==> src/rtl/led_pkg.sv <==
// Shared constants and types for the LED sharing IPs: LED bank width, arbiter
// state encoding, default time-base settings and the PWM dimmer width.
package led_pkg;

  localparam int LED_W          = 8;
  localparam int PWM_W          = 4;
  localparam int DEF_TICK_DIV   = 50_000_000;
  localparam int DEF_HOLD_TICKS = 2;

  typedef enum logic {
    IDLE = 1'b0,
    OWN  = 1'b1
  } led_state_t;

endpackage

==> src/rtl/led_tick_prescaler.sv <==
// Free-running prescaler producing a one-cycle Tick every TICK_DIV clocks.
// Reusable time base for LED IPs; TICK_DIV=1 yields Tick high every cycle.
module led_tick_prescaler #(
  parameter int TICK_DIV = led_pkg::DEF_TICK_DIV
) (
  input  logic Clk,
  input  logic Reset,
  output logic Tick
);

  localparam logic [31:0] LAST = 32'(TICK_DIV - 1);

  logic [31:0] cnt;

  always_ff @(posedge Clk or negedge Reset) begin
    if (!Reset) begin
      cnt  <= '0;
      Tick <= 1'b0;
    end else if (cnt == LAST) begin
      cnt  <= '0;
      Tick <= 1'b1;
    end else begin
      cnt  <= cnt + 32'd1;
      Tick <= 1'b0;
    end
  end

endmodule

==> src/rtl/led_share_arbiter.sv <==
// Round-robin sharing of the 8 user LEDs between NUM_REQ requesters with a
// tick-based minimum hold. Define LED_SHARE_DIM_EN to add the Duty PWM dimmer.
module led_share_arbiter
  import led_pkg::*;
#(
  parameter int NUM_REQ    = 4,
  parameter int TICK_DIV   = DEF_TICK_DIV,
  parameter int HOLD_TICKS = DEF_HOLD_TICKS
) (
  input  logic                     Clk,
  input  logic                     Reset,
  input  logic [NUM_REQ-1:0]       Req,
  input  logic [LED_W*NUM_REQ-1:0] Pattern,
`ifdef LED_SHARE_DIM_EN
  input  logic [PWM_W-1:0]         Duty,
`endif
  output logic [NUM_REQ-1:0]       Grant,
  output logic [LED_W-1:0]         Leds,
  output logic                     Busy,
  output logic                     Tick
);

  localparam int PTR_W  = $clog2(NUM_REQ);
  localparam int HOLD_W = $clog2(HOLD_TICKS + 1);
  localparam logic [HOLD_W-1:0] HOLD_MAX  = HOLD_W'(HOLD_TICKS);
  localparam logic [HOLD_W-1:0] HOLD_LAST = HOLD_W'(HOLD_TICKS - 1);
  localparam logic [PTR_W-1:0]  PTR_RST   = PTR_W'(NUM_REQ - 1);

  led_state_t         state, state_nxt;
  logic [PTR_W-1:0]   ptr, ptr_nxt;
  logic [HOLD_W-1:0]  hold_cnt, hold_nxt;
  logic [NUM_REQ-1:0] grant_nxt;
  logic [LED_W-1:0]   leds_nxt;
  logic [PTR_W:0]     pick_idle, pick_pre;
  logic               dim_on;
  logic               hold_done;

  // First set bit searching upward from ptr+1 (mod NUM_REQ); {found, index}.
  function automatic logic [PTR_W:0] rr_pick(input logic [NUM_REQ-1:0] req,
                                             input logic [PTR_W-1:0]   from);
    logic [PTR_W:0] res;
    int j;
    res = '0;
    for (int i = NUM_REQ; i >= 1; i--) begin
      j = int'(from) + i;
      if (j >= NUM_REQ) j = j - NUM_REQ;
      if (req[j]) res = {1'b1, PTR_W'(j)};
    end
    return res;
  endfunction

  function automatic logic [NUM_REQ-1:0] one_hot(input logic [PTR_W-1:0] idx);
    return NUM_REQ'(1) << idx;
  endfunction

  led_tick_prescaler #(
    .TICK_DIV(TICK_DIV)
  ) u_prescaler (
    .Clk  (Clk),
    .Reset(Reset),
    .Tick (Tick)
  );

`ifdef LED_SHARE_DIM_EN
  logic [PWM_W-1:0] pwm_cnt;

  always_ff @(posedge Clk or negedge Reset) begin
    if (!Reset) pwm_cnt <= '0;
    else        pwm_cnt <= pwm_cnt + PWM_W'(1);
  end

  assign dim_on = (pwm_cnt < Duty);
`else
  assign dim_on = 1'b1;
`endif

  assign pick_idle = rr_pick(Req, ptr);
  assign pick_pre  = rr_pick(Req & ~Grant, ptr);
  // The tick that brings the hold count to HOLD_TICKS is itself the pre-emption point.
  assign hold_done = Tick && (hold_cnt >= HOLD_LAST);
  assign Busy      = (state == OWN);

  always_comb begin
    state_nxt = state;
    ptr_nxt   = ptr;
    hold_nxt  = hold_cnt;
    grant_nxt = Grant;
    leds_nxt  = '0;
    case (state)
      IDLE: begin
        grant_nxt = '0;
        if (pick_idle[PTR_W]) begin
          state_nxt = OWN;
          ptr_nxt   = pick_idle[PTR_W-1:0];
          grant_nxt = one_hot(pick_idle[PTR_W-1:0]);
          hold_nxt  = '0;
        end
      end
      OWN: begin
        if (!Req[ptr]) begin
          // Owner drop beats a coinciding pre-emption.
          state_nxt = IDLE;
          grant_nxt = '0;
          hold_nxt  = '0;
        end else begin
          leds_nxt = Pattern[int'(ptr)*LED_W +: LED_W] & {LED_W{dim_on}};
          if (hold_done && pick_pre[PTR_W]) begin
            ptr_nxt   = pick_pre[PTR_W-1:0];
            grant_nxt = one_hot(pick_pre[PTR_W-1:0]);
            hold_nxt  = '0;
          end else if (Tick && (hold_cnt != HOLD_MAX)) begin
            hold_nxt = hold_cnt + HOLD_W'(1);
          end
        end
      end
      default: begin
        state_nxt = IDLE;
        grant_nxt = '0;
      end
    endcase
  end

  always_ff @(posedge Clk or negedge Reset) begin
    if (!Reset) begin
      state    <= IDLE;
      ptr      <= PTR_RST;
      hold_cnt <= '0;
      Grant    <= '0;
      Leds     <= '0;
    end else begin
      state    <= state_nxt;
      ptr      <= ptr_nxt;
      hold_cnt <= hold_nxt;
      Grant    <= grant_nxt;
      Leds     <= leds_nxt;
    end
  end

endmodule
==> config.mk <==
export PLATFORM = sky130hd
export DESIGN_NAME = led_share_arbiter
export DESIGN_NICKNAME = d
export VERILOG_FILES = /design/src/rtl/led_pkg.sv /design/src/rtl/led_tick_prescaler.sv /design/src/rtl/led_share_arbiter.sv
export SDC_FILE = /design/constraint.sdc
export NUM_CORES = 1
export LEC_CHECK = 0
export CAP_MARGIN = 10
export CORE_MARGIN = 3
export CORE_UTILIZATION = 45
export DETAILED_ROUTE_END_ITERATION = 7
export DONT_BUFFER_PORTS = 1
export REMOVE_ABC_BUFFERS = 1
export SYNTH_ARGS = -nofsm -noshare
export SYNTH_HDL_FRONTEND = slang
export SYNTH_SLANG_ARGS = --single-unit
==> constraint.sdc <==
create_clock -name Clk -period 2.2 [get_ports Clk]
set_input_delay 0.44 -clock Clk [delete_from_list [all_inputs] [get_ports Clk]]
set_output_delay 0.44 -clock Clk [all_outputs]
set_load 0.1 [all_outputs]
Yosys cells after proc, flatten, opt, wreduce, memory -nomap -nowiden
Index checks and enable logic that the tools add are counted.
- flip-flop bits (word level): 50
- $add $sub $neg: 10
- order comparisons: 10
- eq/ne operators: 7
- shift operators: 3
- multiplexer cells: 58
- bitwise operators: 3
- reduce and logical (&&, ||, !) cells: 5
- operator list (kind ; number):
    2-to-1 mux 32 bit ; 5
    < comparator 32 x 4 -> 1 bit, second input constant ; 4
    adder 32 x 1 -> 32 bit, second input constant ; 1
    equality test 32 x 26 -> 1 bit, second input constant ; 1
    indexed part select 32 x 6 -> 8 bit ; 1
    2-to-1 mux 3 bit ; 8
    2-to-1 mux 1 bit ; 20
    binary-select mux 1 bit (select 2 bit) ; 9
    2-to-1 mux 8 bit ; 2
    2-to-1 mux 2 bit ; 7
    2-to-1 mux 4 bit ; 3
    subtractor 3 x 3 -> 4 bit, second input constant ; 3
    greater-or-equal comparator 3 bit, second input constant ; 3
    one-hot mux 2 bit (2 select lines) ; 2
    one-hot mux 4 bit (2 select lines) ; 1
    left shift 1 x 2 -> 4 bit, first input constant ; 2
    adder 2 x 2 -> 3 bit, second input constant ; 2
    subtractor 4 x 3 -> 5 bit, second input constant ; 1
    adder 2 x 3 -> 4 bit, second input constant ; 1
    AND 4 bit ; 1
    greater-or-equal comparator 4 x 3 -> 1 bit, second input constant ; 1
    inequality test 2 x 1 -> 1 bit, second input constant ; 2
    inequality test 2 bit, second input constant ; 2
    inequality test 4 x 2 -> 1 bit, second input constant ; 1
    11 further kinds ; 13

Logic depth before layout (Yosys ltp)
- depth after elaboration: 14
- gate-level depth with buffers: 7
- depth with buffers taken out: 7

Modules after synthesis
A second synthesis with hierarchy kept.
- cell total of the unflattened synthesis: 262
- area, all modules: 2772.7 um^2
- modules (own cells, without submodules) (module ; times used ; cells an instance ; area an instance (um^2)):
    led_tick_prescaler ; 1 ; 154 ; 1610.3
    led_share_arbiter ; 1 ; 108 ; 1162.4

Least setup slack after synthesis
Ideal clock, no wire load.
- path kind: reg2reg
- start point: register Grant[0]
- end point: register Grant[3]
- library setup time: 0.126 ns
- arrival time: 2.225 ns
- required time: 2.074 ns
- setup slack: -0.150 ns
- stages on the path, launching flop included: 5
- path buffers: 0
- clock period less this slack: 2.350 ns
- cells stage by stage: dfrtp_1 -> nor2b_1 -> o41ai_2 -> and2_1 -> mux2_2
- longest elaborated chain between the ends: 13
- ends and longest elaborated chain (element ; RTL line ; source):
    start: declaration ; led_share_arbiter.sv:17 ; output logic [NUM_REQ-1:0] Grant,
    start signal: assignment ; led_share_arbiter.sv:134 ; Grant <= grant_nxt;
    NOT 4 bit (*) ; led_share_arbiter.sv:78 ; assign pick_pre = rr_pick(Req & ~Grant, ptr);
    AND 4 bit (*) ; led_share_arbiter.sv:78 ;
    binary-select mux 1 bit (select 2 bit) ; led_share_arbiter.sv:47 ; if (req[j]) res = {1'b1, PTR_W'(j)};
    2-to-1 mux 1 bit (not written as such) (2 in a row) ; led_share_arbiter.sv:47 ;
    2-to-1 mux 3 bit (3 in a row) ; led_share_arbiter.sv:47 ;
    2-to-1 mux 3 bit (*) ; led_share_arbiter.sv:47 ;
    left shift 1 x 2 -> 4 bit ; led_share_arbiter.sv:53 ; return NUM_REQ'(1) << idx;
    2-to-1 mux 4 bit ; led_share_arbiter.sv:107 ; if (hold_done && pick_pre[PTR_W]) begin
    2-to-1 mux 4 bit ; led_share_arbiter.sv:100 ; if (!Req[ptr]) begin
    one-hot mux 4 bit (2 select lines) ; led_share_arbiter.sv:89 ; case (state)
Mark *: on every way between the ends. The rest lies on a longest branch, timed or not. The select of a mux whose other input is x is not followed.
A chain may end at the register's enable or synchronous reset.

Worst setup path in the final report
- start point: register ptr[0]
- end point: register Grant[0]
- longest elaborated chain between the ends: 14
- ends and longest elaborated chain (element ; RTL line ; source):
    start: declaration ; led_share_arbiter.sv:30 ; logic [PTR_W-1:0] ptr, ptr_nxt;
    start signal: assignment ; led_share_arbiter.sv:132 ; ptr <= ptr_nxt;
    adder 2 x 3 -> 4 bit ; led_share_arbiter.sv:45 ; j = int'(from) + i;
    subtractor 4 x 3 -> 5 bit / greater-or-equal comparator 4 x 3 -> 1 bit (equally long branches) ; led_share_arbiter.sv:46 ; if (j >= NUM_REQ) j = j - NUM_REQ;
    2-to-1 mux 32 bit ; led_share_arbiter.sv:46 ;
    binary-select mux 1 bit (select 2 bit) ; led_share_arbiter.sv:47 ;
    2-to-1 mux 1 bit (not written as such) (2 in a row) ; led_share_arbiter.sv:47 ;
    2-to-1 mux 3 bit (4 in a row) ; led_share_arbiter.sv:47 ;
    left shift 1 x 2 -> 4 bit ; led_share_arbiter.sv:53 ;
    2-to-1 mux 4 bit ; led_share_arbiter.sv:107 ;
    2-to-1 mux 4 bit ; led_share_arbiter.sv:100 ;
    one-hot mux 4 bit (2 select lines) ; led_share_arbiter.sv:89 ;
Several ways; a longest one is shown, not always the timed one. The select of a mux whose other input is x is not followed.

==> impl_results.md <==
- Die height: 83.57 um
- Die Wd: 83.57 um
- Detailed Route WL: 5530 um
- Largest family of logic cells by synthesized area: simple AND/OR/NAND/NOR gates
- Largest cells by area after synthesis: dfrtp_1, mux4_2, xor2_1
- Area leader, netlist: dfrtp_1
- Synthesized flop and latch total: 50
- Vias in the first global route: 1998
- Fill cells: 525
- Via density per instance: 5.619
- Most numerous cell in the Yosys netlist: dfrtp_1
- Routability cong.: 0.8482
- DR DRC count: 0
- Final cell count without fillers: 349
- Yosys warns: 0
- Clk Latency, worst-skew pair: 300 ps
- Met1 Usage GRT: 0.2396
- Hold-fix buffers at CTS: 2
- Initial Util: 0.4771
- P per Cell Area: 1142 nW/um^2
- Clock buffer count from CTS: 5
- Initial antenna violation count: 0
- Pin count of the biggest net entering global routing: 51
- Grt ovf: 0
- Via count: 1961
- Seq/Total Area, Yosys: 0.4630
- Ys async rst share: 1.000
- Area post-placement: 2925 sq um
- M2 GR Usage: 0.2661
- Hold Fails Final Rpt: 0
- Adder-cell share of the synthesized area: 0.01386
- # diodes: 0
- Post-Syn Area: 2708 sq um
- Port-buffer cells: 0
- Drt initial violations: 109
- Post-route cell area: 3054 sq um
- Die area: 6984 sq um
- Post-synth top area share: 0.4436
- Nets: 317
- WL/cell: 15.85 um
- Clk root buf: clkbuf_8
- Part of the cycle the worst path needs: 0.9134
- TritonCTS clock tree: done
- Worst-path maximum fanout: 11
- Period minus WS final: 2010 ps
- Most Crowded Layer GR: met2
- Met3 usage: 0.03060
- Crit path required time: 2390 ps
- CTS sink cnt: 50
- Pleak: 1.390 nW
- Unique masters post-synth: 46
- Syn_area_per_cell: 10.79 sq um
- ANT nets after route: 0
- Slew headroom: 0.6069
- H-tree depth: 2
- HP Class: register to register
- Max Slew Vio Count: 0
- Detailed Place HPWL: 4087 um
- Compound-Gate Fraction of Synth Area: 0.06978
- Xor and xnor area share after synthesis: 0.09704
- CP Capture Type: register
- Core area: 5675 sq um
- Post-CTS resize count: 0
- Placed Cells incl. Taps: 339
- Critical path type: register to register
- Clock slew at reported path FFs: 90 ps
- RSZ-0062 raised after global routing: false
- Multiplexer share of the synthesized area: 0.09104
- Top_reg_cell synth: dfrtp_1
- Post-synth top cells: dfrtp_1, nor2_1, xor2_1, nand2_1, and3_1
- Final setup viols: 0
- Worst VDD drop: 0.8709 mV
- Critical Path AT: 2200 ps
- Max-Cap Viols: 0
- Fmax: 0.4976 GHz
- Layout cells sized above 1: 0.1913
- Synth Area in Simple Gates: 0.2334
- Site row count: 27
- Pre-antenna DRT Iters: 4
- Max clock buf depth: 2
- Boundary Pins: 52
- Status: finished, final reports clean
- Fin Clk Skew: 7.234 ps
- Setup bufs post-CTS: 0
- GRT Util Overall: 0.1673
- EDFF count, synth: 0
- Global-route wire length before repair: 9715 um
- Slew @ Worst Pin: 583.3 ps
- Area grow syn2layout: 12.80%
- CP Launch Type: register
- Final Power: 3.486 mW
- Post-synthesis instance total: 251
==> sequential cells by signal (all words and copies together), names as in the netlist <==
register and count:
Busy 1, Grant 4, Leds 8, hold_cnt 2
ptr 2, u_prescaler.Tick 1, u_prescaler.cnt 32
==> worst max-delay path: stages, from the launching register on <==
cell and delay [ps]:
dfstp_2 550, mux4_2 610, and2_1 230, and2_1 170
a221o_1 340
==> area by class of cell <==
cell class                 instances  area, sq um  share of cell area
clock buffer                       7        86.33             0.02827
clock inverter                     1        5.005            0.001639
inverter                          11        41.29             0.01352
multi-input combinational        183         1368              0.4478
sequential                        50         1254              0.4105
tap                               72        90.09             0.02950
timing repair buffer              25        210.2             0.06882
==> power breakdown <==
group	switching, mW	internal [mW]	total, mW	leakage, nW
registers	0.0941	1.06	1.15	0.668
logic	1.25	0.546	1.79	0.674
clock network	0.290	0.254	0.544	0.0482
total	1.63	1.86	3.49	1.39
==> final timing paths <==
check	start	slack (ps)	depth (start not counted)	end
min in group asynchronous	Reset	670	2	u_prescaler.cnt[10]
worst min-delay path	u_prescaler.cnt[31]	490	1	u_prescaler.cnt[31]
max in group asynchronous	Reset	1260	2	ptr[0]
worst min register to register	u_prescaler.cnt[31]	490	1	u_prescaler.cnt[31]
worst max register to register	ptr[0]	190	4	Grant[0]
worst max-delay path	ptr[0]	190	4	Grant[0]
==> per-layer routing <==
metal,vias to the layer above,wire (um),part of all wire
li1,954,-,-
met1,947,2599,0.47
met2,56,2606,0.47
met3,4,286,0.052
met4,0,38,0.0069
met5,-,0,0
==> through the flow <==
stage / hold slack [ps] / setup TNS [ps] / util / worst slack, ps
floorplan: 144.4 / -328.8 / - / -150.5
finish: 494.0 / 0 / 0.5381 / 190.5
global route: 519.3 / 0 / 0.5381 / 80.34
global placement: 145.7 / 0 / 0.5154 / 227.2
detailed placement: 145.8 / 0 / 0.5154 / 201.3
CTS: 497.9 / 0 / 0.5381 / 189.3
==> cell families after synthesis <==
group                    after synthesis
flip-flops                            50
XOR/XNOR                              30
AO/OA/AOI/OAI                         24
adder cells (fa/ha/maj)                3
multiplexers                          13
AND/OR/NAND/NOR                      113
buffers and inverters                 18
==> placed cells by master, fill, tap and decap left out, types with 9 or more instances in the layout <==
| cell | count |
|---|---|
| dfrtp_1 | 48 |
| buf_4 | 23 |
| and3_1 | 14 |
| nand4_1 | 12 |
| nand3_1 | 11 |
| inv_1 | 11 |
| xnor2_1 | 13 |
| mux4_2 | 9 |
| xor2_1 | 17 |
| nand2_1 | 16 |
| nor2_1 | 27 |
Note: power is estimated with default switching activity, not from simulation.
